`src/rtl/booth_pkg.sv`:
```
// Shared types and constants for the Booth multiplier front-end arbiter.
package booth_pkg;

  // Default watchdog limit, in WAIT cycles
  localparam int unsigned TIMEOUT_DEFAULT = 64;

  // Controller states
  typedef enum logic [1:0] {
    ST_IDLE  = 2'd0,
    ST_START = 2'd1,
    ST_WAIT  = 2'd2,
    ST_RESP  = 2'd3
  } state_t;

  // Width of a requester index; at least one bit so ports never collapse
  function automatic int unsigned id_width(input int unsigned n);
    return (n <= 1) ? 1 : $clog2(n);
  endfunction

endpackage

```
`src/rtl/rr_arbiter.sv`:
```
// Round-robin pick: first requester above last_grant, wrapping around.
module rr_arbiter
  import booth_pkg::*;
#(
  parameter int unsigned NUM_REQ = 4
) (
  input  logic [NUM_REQ-1:0]              req,
  input  logic [id_width(NUM_REQ)-1:0]    last_grant,
  output logic [NUM_REQ-1:0]              grant_c,
  output logic [id_width(NUM_REQ)-1:0]    index_c
);

  localparam int unsigned IDW = id_width(NUM_REQ);

  logic             found;
  int unsigned      cand;
  logic [IDW-1:0]   cand_idx;

  // Scan offsets 1..NUM_REQ from the last winner; the first active request wins
  always_comb begin
    grant_c  = '0;
    index_c  = '0;
    found    = 1'b0;
    cand     = 0;
    cand_idx = '0;
    for (int unsigned off = 1; off <= NUM_REQ; off++) begin
      cand     = (32'(last_grant) + off) % NUM_REQ;
      cand_idx = IDW'(cand);
      if (!found && req[cand_idx]) begin
        found             = 1'b1;
        grant_c[cand_idx] = 1'b1;
        index_c           = cand_idx;
      end
    end
  end

endmodule

```
`src/rtl/booth_arbiter.sv`:
```
// Shares one Booth multiplier among NUM_REQ requesters with a watchdog abort.
module booth_arbiter
  import booth_pkg::*;
#(
  parameter int unsigned WIDTH   = 8,
  parameter int unsigned NUM_REQ = 4,
  parameter int unsigned TIMEOUT = TIMEOUT_DEFAULT
) (
  input  logic                            clk,
  input  logic                            rst,
  input  logic [NUM_REQ-1:0]              req_valid,
  output logic [NUM_REQ-1:0]              req_ready,
  input  logic [NUM_REQ*WIDTH-1:0]        req_a,
  input  logic [NUM_REQ*WIDTH-1:0]        req_b,
  output logic                            mul_start,
  output logic [WIDTH-1:0]                mul_a,
  output logic [WIDTH-1:0]                mul_b,
  input  logic                            mul_done,
  input  logic [2*WIDTH-1:0]              mul_product,
  output logic                            rsp_valid,
  input  logic                            rsp_ready,
  output logic [id_width(NUM_REQ)-1:0]    rsp_id,
  output logic [2*WIDTH-1:0]              rsp_product,
  output logic                            rsp_timeout,
  output logic                            busy
);

  localparam int unsigned IDW = id_width(NUM_REQ);
  localparam int unsigned WDW = $clog2(TIMEOUT) + 1;

  state_t                state;
  state_t                state_next;
  logic [IDW-1:0]        last_grant;
  logic [IDW-1:0]        grant_idx;
  logic [NUM_REQ-1:0]    grant;
  logic [WDW-1:0]        watchdog;
  logic                  accept;
  logic                  wd_expired;
  logic [WIDTH-1:0]      sel_a;
  logic [WIDTH-1:0]      sel_b;

  rr_arbiter #(
    .NUM_REQ    (NUM_REQ)
  ) u_rr (
    .req        (req_valid),
    .last_grant (last_grant),
    .grant_c    (grant),
    .index_c    (grant_idx)
  );

  assign accept     = |(req_valid & req_ready);
  assign wd_expired = (state == ST_WAIT) && (watchdog == WDW'(TIMEOUT - 1));

  // Operand mux for the current round-robin winner
  always_comb begin
    sel_a = '0;
    sel_b = '0;
    for (int unsigned i = 0; i < NUM_REQ; i++) begin
      if (grant_idx == IDW'(i)) begin
        sel_a = req_a[i*WIDTH +: WIDTH];
        sel_b = req_b[i*WIDTH +: WIDTH];
      end
    end
  end

  // State register
  always_ff @(posedge clk or posedge rst) begin
    if (rst) begin
      state <= ST_IDLE;
    end else begin
      state <= state_next;
    end
  end

  // Next-state logic; mul_done takes priority over watchdog expiry
  always_comb begin
    state_next = state;
    case (state)
      ST_IDLE:  if (accept) state_next = ST_START;
      ST_START: state_next = ST_WAIT;
      ST_WAIT:  if (mul_done || wd_expired) state_next = ST_RESP;
      ST_RESP:  if (rsp_ready) state_next = ST_IDLE;
      default:  state_next = ST_IDLE;
    endcase
  end

  // Control outputs decoded from the state register; ready is gated while in reset
  always_comb begin
    req_ready = '0;
    mul_start = 1'b0;
    rsp_valid = 1'b0;
    busy      = (state != ST_IDLE);
    case (state)
      ST_IDLE:  if (!rst) req_ready = grant;
      ST_START: mul_start = 1'b1;
      ST_RESP:  rsp_valid = 1'b1;
      default:  ;
    endcase
  end

  // Watchdog: cleared on START, counts every WAIT cycle
  always_ff @(posedge clk or posedge rst) begin
    if (rst) begin
      watchdog <= '0;
    end else if (state == ST_START) begin
      watchdog <= '0;
    end else if (state == ST_WAIT) begin
      watchdog <= watchdog + WDW'(1);
    end
  end

  // Operand and id capture on request handshake; held until the next accept
  always_ff @(posedge clk or posedge rst) begin
    if (rst) begin
      mul_a  <= '0;
      mul_b  <= '0;
      rsp_id <= '0;
    end else if (accept) begin
      mul_a  <= sel_a;
      mul_b  <= sel_b;
      rsp_id <= grant_idx;
    end
  end

  // Response capture: product on completion, zero plus timeout flag on abort
  always_ff @(posedge clk or posedge rst) begin
    if (rst) begin
      rsp_product <= '0;
      rsp_timeout <= 1'b0;
    end else if (state == ST_WAIT) begin
      if (mul_done) begin
        rsp_product <= mul_product;
        rsp_timeout <= 1'b0;
      end else if (wd_expired) begin
        rsp_product <= '0;
        rsp_timeout <= 1'b1;
      end
    end
  end

  // Round-robin pointer advances only when a response is consumed
  always_ff @(posedge clk or posedge rst) begin
    if (rst) begin
      last_grant <= IDW'(NUM_REQ - 1);
    end else if ((state == ST_RESP) && rsp_ready) begin
      last_grant <= rsp_id;
    end
  end

endmodule

```
`config.mk`:
```
export PLATFORM = sky130hd
export DESIGN_NAME = booth_arbiter
export DESIGN_NICKNAME = d
export VERILOG_FILES = /design/src/rtl/booth_pkg.sv /design/src/rtl/rr_arbiter.sv /design/src/rtl/booth_arbiter.sv
export SDC_FILE = /design/constraint.sdc
export NUM_CORES = 1
export LEC_CHECK = 0
export BUFFER_PORTS_ARGS = -buffer_cell sky130_fd_sc_hd__buf_2
export CAP_MARGIN = 20
export CORE_UTILIZATION = 52
export DETAILED_ROUTE_END_ITERATION = 8
export HOLD_SLACK_MARGIN = 0.15
export PLACE_DENSITY_LB_ADDON = 0.08
export SLEW_MARGIN = 20
export SYNTH_ARGS = -nofsm -noshare
export SYNTH_HDL_FRONTEND = slang
export SYNTH_SLANG_ARGS = --single-unit
```
`constraint.sdc`:
```
create_clock -name clk -period 7.9 [get_ports clk]
set_input_delay 1.185 -clock clk [delete_from_list [all_inputs] [get_ports clk]]
set_output_delay 1.185 -clock clk [all_outputs]
set_load 0.005 [all_outputs]
```
Word level (Yosys, flattened, before mapping)
Cells that the tools add are included.

word-level totals
  flip-flop bits (word level) = 46
  bits in latches = 0
  RAM bits = 0
  ROM bits = 0
  input bits = 88
  output and inout bits = 42
  word-level logic and storage cells = 105
  memories = 0

cells by class
  add/sub/neg operators = 5
  $mul = 0
  divide/modulo/power cells = 0
  magnitude comparators = 8
  equal/unequal tests = 10
  shifts and indexed selects = 0
  multiplexer cells = 49
  bitwise logic cells = 4
  reduce and logical (&&, ||, !) cells = 21

operators by type and width
  operator             number
  $mux 8               8
  $mux 16              2
  $mux 4               6
  $mux 1               15
  $mux 2               7
  $mux 7               2
  $lt 2x3->1 const B   4
  $or 4x4->4           3
  $logic_and 1x1->1    9
  $bmux 1 s2           4
  $demux 1 s2          4
  $eq 2x2->1 const B   4
  $ge 2x1->1 const B   4
  $pmux 2 s4           1
  $add 7x1->7 const B  1
  $eq 7x6->1 const B   1
  $reduce_bool 2->1    3
  $add 2x1->2 const B  2
  $add 2x2->2 const B  2
  $and 4x4->4          1
  $eq 2x1->1 const B   2
  $logic_not 2->1      2
  $ne 2x2->1 const B   2
  $reduce_or 4->1      1
  5 further kinds      7

Logic depth before layout (Yosys ltp)
  word-level depth = 19
  depth in mapped cells = 13
  gate-level depth less buffers = 9

Modules after synthesis
From an unflattened synthesis, not the netlist that was laid out.

unflattened totals
  cells, all modules = 222
  area total of the unflattened synthesis = 2,915.3 um^2

by module, submodules not included
  module         instances  cells an instance  area an instance (um^2)  seq. area each (um^2)
  booth_arbiter  1          163                2,424.8                  1,153.6
  rr_arbiter     1          59                 490.5                    0.0

Worst setup path after synthesis
Ideal clock, no wire load.

  path kind = input -> output
  start = input rst
  end = output req_ready[1]
  data arrival time = 2,757 ps
  required time = 6,715 ps
  setup slack = 3,958 ps
  stages = 3
  path buffers = 0
  path through = inv_1 > nand2_1 > a31oi_1

between the ends
  longest elaborated chain between the ends = 2

RTL lines
  what         RTL line             source
  from (decl)  booth_arbiter.sv:10  input logic rst,
  $mux 4       booth_arbiter.sv:94  ST_IDLE: if (!rst) req_ready = grant;
  $mux 4       booth_arbiter.sv:93  case (state)
  to (decl)    booth_arbiter.sv:12  output logic [NUM_REQ-1:0] req_ready,

No other way between the ends.

Worst setup path after layout
  start = register last_grant[0]
  end = output req_ready[1]

between the ends
  longest elaborated chain between the ends = 15
  elaborated cells on any way between the ends = 50
  classes of those cells = add/sub: 4; order compare: 8; mux: 25; bitwise: 3; reduce/logical: 10

RTL lines
  what                                                 RTL line              source
  from (decl)                                          booth_arbiter.sv:33   logic [IDW-1:0] last_grant;
  from (signal assigned)                               booth_arbiter.sv:144  last_grant <= IDW'(NUM_REQ - 1);
  from (signal assigned)                               booth_arbiter.sv:146  last_grant <= rsp_id;
  branches (longest 12 deep; another with $lt 2x3->1)  --
  $mux 4 (*)                                           rr_arbiter.sv:29      if (!found && req[cand_idx]) begin
  $mux 4 (*)                                           booth_arbiter.sv:94
  $mux 4 (*)                                           booth_arbiter.sv:93

Mark *: on every way between the ends. The select of a mux whose other input is x is not followed.

==> flow_summary.ini <==
[global_route]
overflow = 0
grt_pass1_wl_mm = 11.7
antenna_found_initial = 0
first_global_vias = 2575
grt_max_degree = 48
track_usage = 0.238

[sta]
post-route-period-util = 0.554
finalHoldViolations = 0
tns_ns = 0
fmax_mhz = 228
finalClockSkew_ns = 0.00391
period_needed_ns = 4.38
report.final.setup_viol = 0
timing.final.ws_setup_ns = 3.52
rsz0062_at_grt = false
worst_pin_slew_ns = 0.954
drv_slew = 0
slew-limit-headroom = 0.364
timing.hold.ws_ns = 0.485

[clock_network]
clkSinkCount = 46
hold_buffers = 0
cts.htree.levels = 2
ctsRootBufferMaster = clkbuf_8
worstSkewPairLatency_ns = 0.29
cts_tree = done
clock_path_buffers = 2
clk_pin_slew_ns = 0.09
cts_setup_buffers = 0
cts_made_buffers = 5
cts_resized = 0

[floorplan]
dieHeight_um = 78.8
die_width_um = 78.8
initial_core_util = 0.547
die_area_um2 = 6210
io_pins = 130
core_um2 = 5610
rows = 27

[route]
drt_iter0_drc = 158
wire_per_inst_um = 13.9
wirelength_mm = 7.11
ant_nets = 0
post-route-drc-count = 0
via_count = 2730
vias_per_cell = 5.35
drt_first_pass_iters = 4

[worst_setup_path]
cp_max_fo = 21
slowest_delay_ns = 0.80
required_ns = 6.71
critPathArrivalTime_ns = 3.20
worst-path-buf-inv = 2
rr_worst_depth = 8
worst-path-stages = 7
regToRegStartpoint = last_grant[0]
startpoint_type = register
crit_type = reg -> out
worstPathCellList = inv_1 > ha_1 > mux4_2 > nor2b_4 > a22oi_1 > a31oi_1 > buf_2
cp_slowest_cell = dfstp_2
critical_path.top_delay_family = flip-flops
r2r_slack_ns = 4.15
crit_path_end_kind = primary output
reg2reg_to = rsp_id[0]

[synthesis]
synthSimpleGateAreaFrac = 0.171
synth_top_family_by_area = multiplexers
async_reset_ff_frac = 1.00
synthMuxAreaShare = 0.217
synth_area_um2 = 3070
yosysUniqueCellTypes = 44
yosys.area_share.xor_xnor = 0.00571
synth-adder-area-share = 0.0530
synth_flop_cell = dfrtp_1
synth-seq-cells = 46
synth_edf_count = 0
syn_avg_cell_area_um2 = 9.62
yosysWarnings = 0
syn_inst = 319
synth_nets = 420
yosysSeqAreaShare = 0.376
synth-compound-area-share = 0.124

[layout]
n_antenna_cell = 0
drive_gt1_frac = 0.395
layout_common_cells = 129 x buf_2, 60 x nand2_1, 44 x dfrtp_1, 36 x mux2i_1, 21 x mux2_2
nets = 538
area_growth_pct = 24.3
final_common_cell = buf_2
n_fill_cell = 478

[flow_run]
max-cap-violations = 0

[outcome]
status = finished clean

[hold_path]
whs_path_depth = 2
min_path_type = reg -> reg
min_from = mul_a[5]
hold-path-endpoint = mul_a[5]

[power]
power_leakage_uw = 0.00200
pwr_density_cell_nw_per_um2 = 393
ir_worst_vdd_v = 0.000237

[place]
dp_hpwl_mm = 5.35
io_buffers = 129
pre_cts_ws_ns = 3.84
gp_congestion = 0.884
-- where the power goes --
group / switching (µW) / internal (µW)
Combinational: 458 / 439
Sequential: 83.0 / 346
Clock: 77.9 / 94.4
Total: 619 / 880
-- worst max-delay path by stage --
stage                        from            to  slack (ns)
global route        last_grant[0]  req_ready[1]        3.25
global placement    last_grant[0]  req_ready[1]        3.88
finish              last_grant[0]  req_ready[1]        3.52
CTS                 last_grant[0]  req_ready[1]        3.50
floorplan                     rst  req_ready[1]        3.96
detailed placement  last_grant[0]  req_ready[1]        3.84
-- cell usage after synthesis, types with 5 or more instances --
| master | instances | area, µm² |
|---|---|---|
| buf_2 | 8 | 40.0 |
| a21oi_1 | 5 | 25.0 |
| nand4_1 | 5 | 31.3 |
| nor2_1 | 7 | 26.3 |
| nand3_1 | 20 | 100 |
| mux2i_1 | 36 | 360 |
| inv_1 | 13 | 48.8 |
| dfrtp_1 | 44 | 1100 |
| ha_1 | 13 | 163 |
| mux2_2 | 21 | 236 |
| clkbuf_1 | 8 | 30.0 |
| nand2_1 | 60 | 225 |
| o21ai_1 | 16 | 80.1 |
| a31oi_1 | 8 | 50.1 |
| o21ai_0 | 7 | 35.0 |
-- metal layers --
| layer | global-route usage | up-vias | part of all wire |
|---|---|---|---|
| met5 | 0 | - | 0 |
| met4 | 0.0709 | 0 | 0.013 |
| met3 | 0.0517 | 10 | 0.068 |
| met2 | 0.415 | 97 | 0.50 |
| met1 | 0.294 | 1259 | 0.42 |
| li1 | - | 1364 | - |
-- tightest hold or removal path, delay by kind of cell (launching register included) --
kind	cells	cell delay, ns
DFF	1	0.35
and+or+nand+nor	1	0.05
AOI/OAI and AO/OA	1	0.06
-- registers in the layout, summed over array words and instances (netlist names) --
register and cells:
mul_a 8, watchdog 7, rsp_timeout 1, state 2, mul_b 8, last_grant 2
rsp_product 16, rsp_id 2
-- cell type report --
cell class                      instances  area [µm²]  area share
Multi-Input combinational cell        240        1750       0.459
Sequential cell                        46        1150       0.302
Timing Repair Buffer                  131         661       0.173
Tap cell                               72        90.1      0.0236
Clock buffer                            6        72.6      0.0190
Inverter                               13        50.0      0.0131
Clock inverter                          2        37.5     0.00984
-- through the flow --
stage                     cell area [µm²]  power, µW  std cells   util
after floorplan                      3070       1130        319      -
after global placement               3700       1320        502  0.660
after detailed placement             3700       1340        502  0.660
after CTS                            3810       1510        510  0.680
after global routing                 3810       1640        510  0.680
final                                3810       1500        510  0.680
-- logic make-up after synthesis --
family,Yosys count
buffers and inverters,33
DFF,46
adders and majority gates,13
xor gates and xnor gates,2
AOI/OAI and AO/OA,53
muxes,61
and+or+nand+nor,111
No activity file was read; power rests on OpenSTA's default activity.
